File: src/rtl/xtile_pkg.sv
// Shared types and helpers for the X-tile SRAM row movers (loader/storer).
package xtile_pkg;

    // Row storer control states.
    typedef enum logic [1:0] {
        IDLE  = 2'd0,
        WRITE = 2'd1,
        DONE  = 2'd2
    } storer_state_t;

    // Index width for a range of v entries; never narrower than one bit.
    function automatic int idx_w(input int v);
        return (v <= 1) ? 1 : $clog2(v);
    endfunction

endpackage

File: src/rtl/xtile_row_storer.sv
// Drains one N-word result row into the k/n-addressed X SRAM, one lane per
// cycle, as a write master. Lanes can be masked off; an external arbiter may
// steal the port (x_stall), in which case the current write is retried.
module xtile_row_storer
    import xtile_pkg::*;
#(
    parameter int N      = 8,
    parameter int KMAX   = 1024,
    parameter int DATA_W = 32,
    parameter int BYTE_W = DATA_W / 8,
    parameter int N_W    = idx_w(N),
    parameter int K_W    = idx_w(KMAX)
) (
    input  logic                  clk,
    input  logic                  rst,
    input  logic                  row_valid,
    output logic                  row_ready,
    input  logic [K_W-1:0]        row_k,
    input  logic [N*DATA_W-1:0]   row_data_flat,
    input  logic [N-1:0]          row_lane_en,
    output logic                  x_en,
    output logic                  x_re,
    output logic                  x_we,
    output logic [K_W-1:0]        x_k,
    output logic [N_W-1:0]        x_n,
    output logic [DATA_W-1:0]     x_wdata,
    output logic [BYTE_W-1:0]     x_wmask,
    input  logic                  x_stall,
    output logic                  busy,
    output logic                  row_done,
    output logic                  row_err
);

    storer_state_t          state, state_next;
    logic [N_W-1:0]         lane, lane_next;
    logic                   err, err_next;
    logic                   capture;
    logic                   writing;
    logic                   out_of_range;

    // Row payload: captured once per handshake, held frozen while busy.
    logic [K_W-1:0]         cur_k;
    logic [N*DATA_W-1:0]    cur_data;
    logic [N-1:0]           cur_lane_en;

    assign out_of_range = (int'(row_k) >= KMAX);

    // Control state: only the FSM, lane counter and error flag are reset.
    always_ff @(posedge clk) begin
        if (rst) begin
            state <= IDLE;
            lane  <= '0;
            err   <= 1'b0;
        end else begin
            state <= state_next;
            lane  <= lane_next;
            err   <= err_next;
        end
    end

    // Payload capture on the accepting handshake; data path carries no reset.
    always_ff @(posedge clk) begin
        if (capture) begin
            cur_k       <= row_k;
            cur_data    <= row_data_flat;
            cur_lane_en <= row_lane_en;
        end
    end

    // Next-state logic: accept, walk lanes (skipping masked ones, holding on stall), finish.
    always_comb begin
        state_next = state;
        lane_next  = lane;
        err_next   = err;
        capture    = 1'b0;
        case (state)
            IDLE: begin
                if (row_valid) begin
                    capture   = 1'b1;
                    lane_next = '0;
                    if (out_of_range) begin
                        err_next   = 1'b1;
                        state_next = DONE;
                    end else begin
                        err_next   = 1'b0;
                        state_next = WRITE;
                    end
                end
            end
            WRITE: begin
                // A masked lane never touches the port, so a stall cannot hold it.
                if (!cur_lane_en[lane] || !x_stall) begin
                    if (lane == N_W'(N - 1)) begin
                        state_next = DONE;
                    end else begin
                        lane_next = lane + N_W'(1);
                    end
                end
            end
            DONE: begin
                err_next   = 1'b0;
                state_next = IDLE;
            end
            default: begin
                state_next = IDLE;
            end
        endcase
    end

    // All outputs decode registered state only; x_stall never feeds an output.
    assign writing   = (state == WRITE) && cur_lane_en[lane];
    assign row_ready = (state == IDLE);
    assign busy      = (state != IDLE);
    assign row_done  = (state == DONE) && !err;
    assign row_err   = (state == DONE) && err;
    assign x_en      = writing;
    assign x_we      = writing;
    assign x_re      = 1'b0;
    assign x_k       = writing ? cur_k : '0;
    assign x_n       = writing ? lane : '0;
    assign x_wdata   = writing ? cur_data[lane*DATA_W +: DATA_W] : '0;
    assign x_wmask   = writing ? '1 : '0;

endmodule

File: config.mk
export PLATFORM = sky130hd
export DESIGN_NAME = xtile_row_storer
export DESIGN_NICKNAME = d
export VERILOG_FILES = /design/src/rtl/xtile_pkg.sv /design/src/rtl/xtile_row_storer.sv
export SDC_FILE = /design/constraint.sdc
export NUM_CORES = 1
export LEC_CHECK = 0
export BUFFER_PORTS_ARGS = -buffer_cell sky130_fd_sc_hd__buf_2
export CAP_MARGIN = 10
export CORE_MARGIN = 3
export CORE_UTILIZATION = 55
export DETAILED_ROUTE_END_ITERATION = 12
export HOLD_SLACK_MARGIN = 0.02
export PLACE_DENSITY = 0.81
export RECOVER_POWER = 50
export SETUP_SLACK_MARGIN = 0.05
export SLEW_MARGIN = 25
export SYNTH_ARGS = -nofsm -noshare
export SYNTH_HDL_FRONTEND = slang
export SYNTH_SLANG_ARGS = --single-unit
File: constraint.sdc
create_clock -name clk -period 27.8 [get_ports clk]
set_input_delay 6.95 -clock clk [delete_from_list [all_inputs] [get_ports clk]]
set_output_delay 6.95 -clock clk [all_outputs]
set_load 0.01 [all_outputs]
## Word level (Yosys, flattened, before mapping)

Cells that the tools add are included.

| cells by class | value |
|---|---|
| order comparisons | 1 |
| reduce and logical (&&, ||, !) cells | 14 |
| multiplexer cells | 18 |
| $add $sub $neg | 1 |
| equal/unequal tests | 7 |
| shifts and indexed selects | 1 |

Operator list:

| kind | number |
|---|---|
| $shiftx A256 B9 Y32 | 1 |
| $mux W32 | 1 |
| $mux W3 | 4 |
| $mux W10 | 1 |
| $ne A2 B2 Y1 const B | 4 |
| $mux W2 | 3 |
| $pmux W3 S2 | 1 |
| $reduce_bool A2 Y1 | 3 |
| $lt A3 B4 Y1 const B | 1 |
| $mux W1 | 4 |
| $mux W4 | 1 |
| $pmux W2 S2 | 1 |
| $reduce_and A4 Y1 | 1 |
| $add A3 B1 Y3 const B | 1 |
| $bmux W1 S3 | 1 |
| $eq A3 B3 Y1 const B | 1 |
| $logic_and A1 B1 Y1 | 3 |
| $logic_not A1 Y1 | 3 |
| $reduce_and A3 Y1 | 1 |
| $eq A2 B1 Y1 const B | 1 |
| $eq A2 B2 Y1 const B | 1 |
| $logic_not A2 Y1 | 1 |
| $pmux W1 S2 | 1 |
| $reduce_and A2 Y1 | 1 |
| $logic_or A1 B1 Y1 | 1 |

| word-level totals | value |
|---|---|
| bits of input ports | 278 |
| bits in registers | 280 |
| logic and storage cells | 48 |

## Longest topological paths before layout

| logic depth | value |
|---|---|
| depth after elaboration | 6 |
| mapped depth | 7 |
| depth with buffers taken out | 5 |

## Worst setup path after synthesis

Ideal clock, no wire load.

| timing path | value |
|---|---|
| path kind | in2reg |
| start point | input row_valid |
| end point | register cur_data[0], enable pin |
| required time | 27.129 ns |
| library setup time | 0.671 ns |
| arrival time | 13.137 ns |
| stages on the path | 1 |
| path slack | 13.992 ns |
| cells stage by stage | and2_1 |

| on the way | value |
|---|---|
| word-level cells in the longest chain between the ends | 2 |

Ends and longest elaborated chain:

| item | RTL line | source |
|---|---|---|
| start: declaration | xtile_row_storer.sv:16 | `input logic row_valid,` |
| $mux W1 | xtile_row_storer.sv:78 | `if (row_valid) begin` |
| $mux W1 | xtile_row_storer.sv:76 | `case (state)` |
| end signal: assignment | xtile_row_storer.sv:65 | `cur_data <= row_data_flat;` |
| end: declaration | xtile_row_storer.sv:43 | `logic [N*DATA_W-1:0] cur_data;` |

No other way between the ends.
A chain may end at the register's enable or synchronous reset.

## Final worst setup path

| timing path | value |
|---|---|
| start point | input row_valid |
| end point | register cur_data[196], enable pin |

| on the way | value |
|---|---|
| word-level cells in the longest chain between the ends | 2 |

Ends and longest elaborated chain:

| item | RTL line | source |
|---|---|---|
| $mux W1 | xtile_row_storer.sv:78 |  |
| $mux W1 | xtile_row_storer.sv:76 |  |
| named net capture | xtile_row_storer.sv:37 | `logic capture;` |

The timed path passes the listed nets, and every way through them passes these cells.

==> flow_metrics.env <==
export IMPL_status="complete, but fails checks"
export IMPL_die_h_um=147
export IMPL_synth_area_per_cell_um2=22.2
export IMPL_leakage_nw=5.10
export IMPL_synth_most_common_cell="edfxtp_1"
export IMPL_ir_drop_mv=0.0609
export IMPL_portBuffers=331
export IMPL_netlist_top_cells_count="edfxtp_1 (274), mux4_2 (51), mux2i_1 (37), nor2_1 (35), buf_2 (16)"
export IMPL_hold_end="lane[1]$_SDFFE_PP0P_"
export IMPL_switching_power_mw=0.184
export IMPL_cts_setup_buffers=0
export IMPL_max_slew_margin=-1.45
export IMPL_async_reset_ff_frac=0
export IMPL_p_clk_frac=0.380
export IMPL_critPathMaxFanout=70
export IMPL_synth_top_family_by_area="multiplexers"
export IMPL_worst_pin_slew_ns=3.67
export IMPL_cpMostUsedCell="buf_4"
export IMPL_sw_frac_of_total=0.202
export IMPL_crit_type="input pin to flop"
export IMPL_grt_first_pass_wirelength_mm=35.8
export IMPL_cts_tree="done"
export IMPL_slowest_delay_ns=2.66
export IMPL_drive_gt1_frac=0.498
export IMPL_pwr_share_comb=0.073
export IMPL_synth_seq_cells=279
export IMPL_die_area_mm2=0.0215
export IMPL_critPathLaunchType="input pin"
export IMPL_cp_arrival_ns=11.63
export IMPL_root_buffer="clkbuf_16"
export IMPL_ant_nets=0
export IMPL_path_clk_slew_ns=0.06
export IMPL_path_cells="clkbuf_1, and2_0, buf_4, buf_4"
export IMPL_worst_r2r_startpoint="state[0]$_SDFFE_PP0P_"
export IMPL_min_path_cells=4
export IMPL_violations="max-capacitance violations, max-slew violations"
export IMPL_synth_compound_area_frac=0.00772
export IMPL_wl_per_cell_um=21.3
export IMPL_setup_violations=0
export IMPL_synthFlopType="edfxtp_1"
export IMPL_netlist_top_cells_area="edfxtp_1 (76%), mux4_2 (11%), mux2i_1 (3.4%), mux4_1 (3.1%), nor2_1 (1.2%)"
export IMPL_cp_slowest_cell="and2_0"
export IMPL_synthMuxAreaShare=0.174
export IMPL_netlist_area_leader_share=0.758
export IMPL_initial_core_util=0.569
export IMPL_min_period_ns=11.49
export IMPL_first_global_vias=6511
export IMPL_p_int_mw=0.730
export IMPL_r2r_end="cur_data[196]$_DFFE_PP_"
export IMPL_fin_util=0.709
export IMPL_synth_xor_area_frac=0
export IMPL_grt_max_degree=85
export IMPL_cts_resized=0
export IMPL_worst_r2r_setup_slack_ns=22.20
export IMPL_rows=50
export IMPL_synthSimpleGateAreaFrac=0.0289
export IMPL_timing_final_crit_share=0.413
export IMPL_power_frac_seq=0.547
export IMPL_clk_path_buf_depth=3
export IMPL_hold_viol_final=0
export IMPL_track_usage=0.216
export IMPL_grt_overflow_total=0
export IMPL_skew_ns=0.0131
export IMPL_htree_num_levels=1
export IMPL_dpl_worst_slack_ns=17.42
export IMPL_synthAdderAreaFrac=0.00230
export IMPL_drtPass1Iterations=5
export IMPL_core_mm2=0.0191
export IMPL_clk_latency_ns=0.52
export IMPL_clock_sinks=279
export IMPL_drc_errors=0
export IMPL_synth_edf_count=274
export IMPL_synth_warnings=0
export IMPL_postSynthCellCount=490
export IMPL_instances_no_fill=1109
export IMPL_synth_area_mm2=0.0109
export IMPL_gp_congestion=0.768
export IMPL_required_ns=27.94
export IMPL_areaGrowthSynthToFinish_pct=24.5
export IMPL_vias=5964
export IMPL_drt_iter0_markers=320
export IMPL_die_x_um=147
export IMPL_yosysUniqueCellTypes=34
export IMPL_synth_top_area_cell="edfxtp_1"
export IMPL_tns_ns=0
export IMPL_maxSlewViolCount=58
export IMPL_fmax_ghz=0.0870
export IMPL_powerDensity_mw_per_mm2=67.6
export IMPL_hp_class="flop to flop"
export IMPL_ios=334
export IMPL_rsz0062_at_grt="false"
export IMPL_antenna_found_initial=7
export IMPL_drv_cap=1
export IMPL_fin_nets=1106
export IMPL_ys_seq_area_frac=0.767
export IMPL_worstSetupEndpointType="flop"
export IMPL_wirelength_mm=23.7
export IMPL_cts_buffers=27
export IMPL_place_hpwl_mm=16.3
export IMPL_placedCellCount=1057
export IMPL_hold_path_startpoint="state[0]$_SDFFE_PP0P_"
export IMPL_postCtsHoldBufs=0
export IMPL_via_per_inst=5.38
export IMPL_fin_ws_ns=16.31
export IMPL_rr_worst_depth=5
## final cells by class
type	count	area (um^2)
Antenna cell	4	10.0
Inverter	3	11.3
Clock buffer	36	739
Sequential cell	279	8340
Multi-Input combinational cell	178	2310
Clock inverter	12	104
Fill cell	1193	5560
Timing Repair Buffer	337	1690
Tap cell	260	325
## per-stage QoR
step	cell area, um^2	power (mW)	hold WS [ns]
2_1_floorplan	10900	0.550	0.594
4_1_cts	13500	0.924	0.670
3_3_place_gp	12700	0.572	0.646
5_1_grt	13500	0.950	0.720
6_report	13500	0.914	0.677
3_5_place_dp	12700	0.576	0.663
## worst max path at each step
| stage | to | depth (start not counted) | start |
|---|---|---|---|
| after CTS | x_n[1] | 8 | lane[0]$_SDFFE_PP0P_ |
| after global routing | cur_data[228]$_DFFE_PP_ | 4 | row_valid |
| after detailed placement | x_k[5] | 8 | lane[0]$_SDFFE_PP0P_ |
| after floorplan | cur_data[0]$_DFFE_PP_ | 1 | row_valid |
| after global placement | x_n[1] | 8 | lane[0]$_SDFFE_PP0P_ |
| final | cur_data[196]$_DFFE_PP_ | 4 | row_valid |
## kinds of logic (layout without fill, tap and decap cells)
kind of cell	count (synthesis)	after routing
flip-flops	279	279
multiplexers	103	103
AND/OR/NAND/NOR	65	65
buffers and inverters	34	388
AO/OA/AOI/OAI	6	6
adder cells (fa/ha/maj)	2	2
other	1	6
## power by group through the flow
stage / clock network [mW] / registers (mW) / logic, mW
CTS: 0.356 / 0.500 / 0.0686
floorplan: 0 / 0.509 / 0.0405
global route: 0.375 / 0.502 / 0.0730
detailed placement: 0 / 0.508 / 0.0680
global placement: 0 / 0.506 / 0.0652
finish: 0.348 / 0.500 / 0.0668
## registers in the layout, summed over array words and instances (netlist names)
name and flops:
cur_k 10, cur_lane_en 8, state 2, cur_data 256, lane 3
## worst max-delay path: cells and delay by family
kind,cells,cell delay (ns)
simple gates,1,2.66
buf+inv,3,1.97
## placed cells by master, fill, tap and decap left out, types with 2 or more instances in the layout
master,count
clkbuf_1,19
clkbuf_16,27
inv_1,2
buf_2,318
nor2_1,35
ha_1,2
nand2b_1,3
clkinv_1,5
edfxtp_1,274
buf_4,5
mux2i_1,37
nand2_1,3
dfxtp_4,2
diode_2,4
and3_1,2
clkbuf_8,3
conb_1,2
dfxtp_1,2
nor2b_1,4
clkinv_2,5
mux4_2,51
and2_1,12
bufinv_16,2
mux4_1,13
## routing by layer
layer / GRT usage / part of all wire / wire, um / up-vias
met3: 0.0577 / 0.092 / 2170 / 52
met2: 0.370 / 0.52 / 12300 / 289
li1: - / - / - / 2681
met5: 0 / 0.0025 / 58 / -
met1: 0.276 / 0.36 / 8590 / 2932
met4: 0.0611 / 0.023 / 550 / 10
Power figures use the tool's default switching activity.
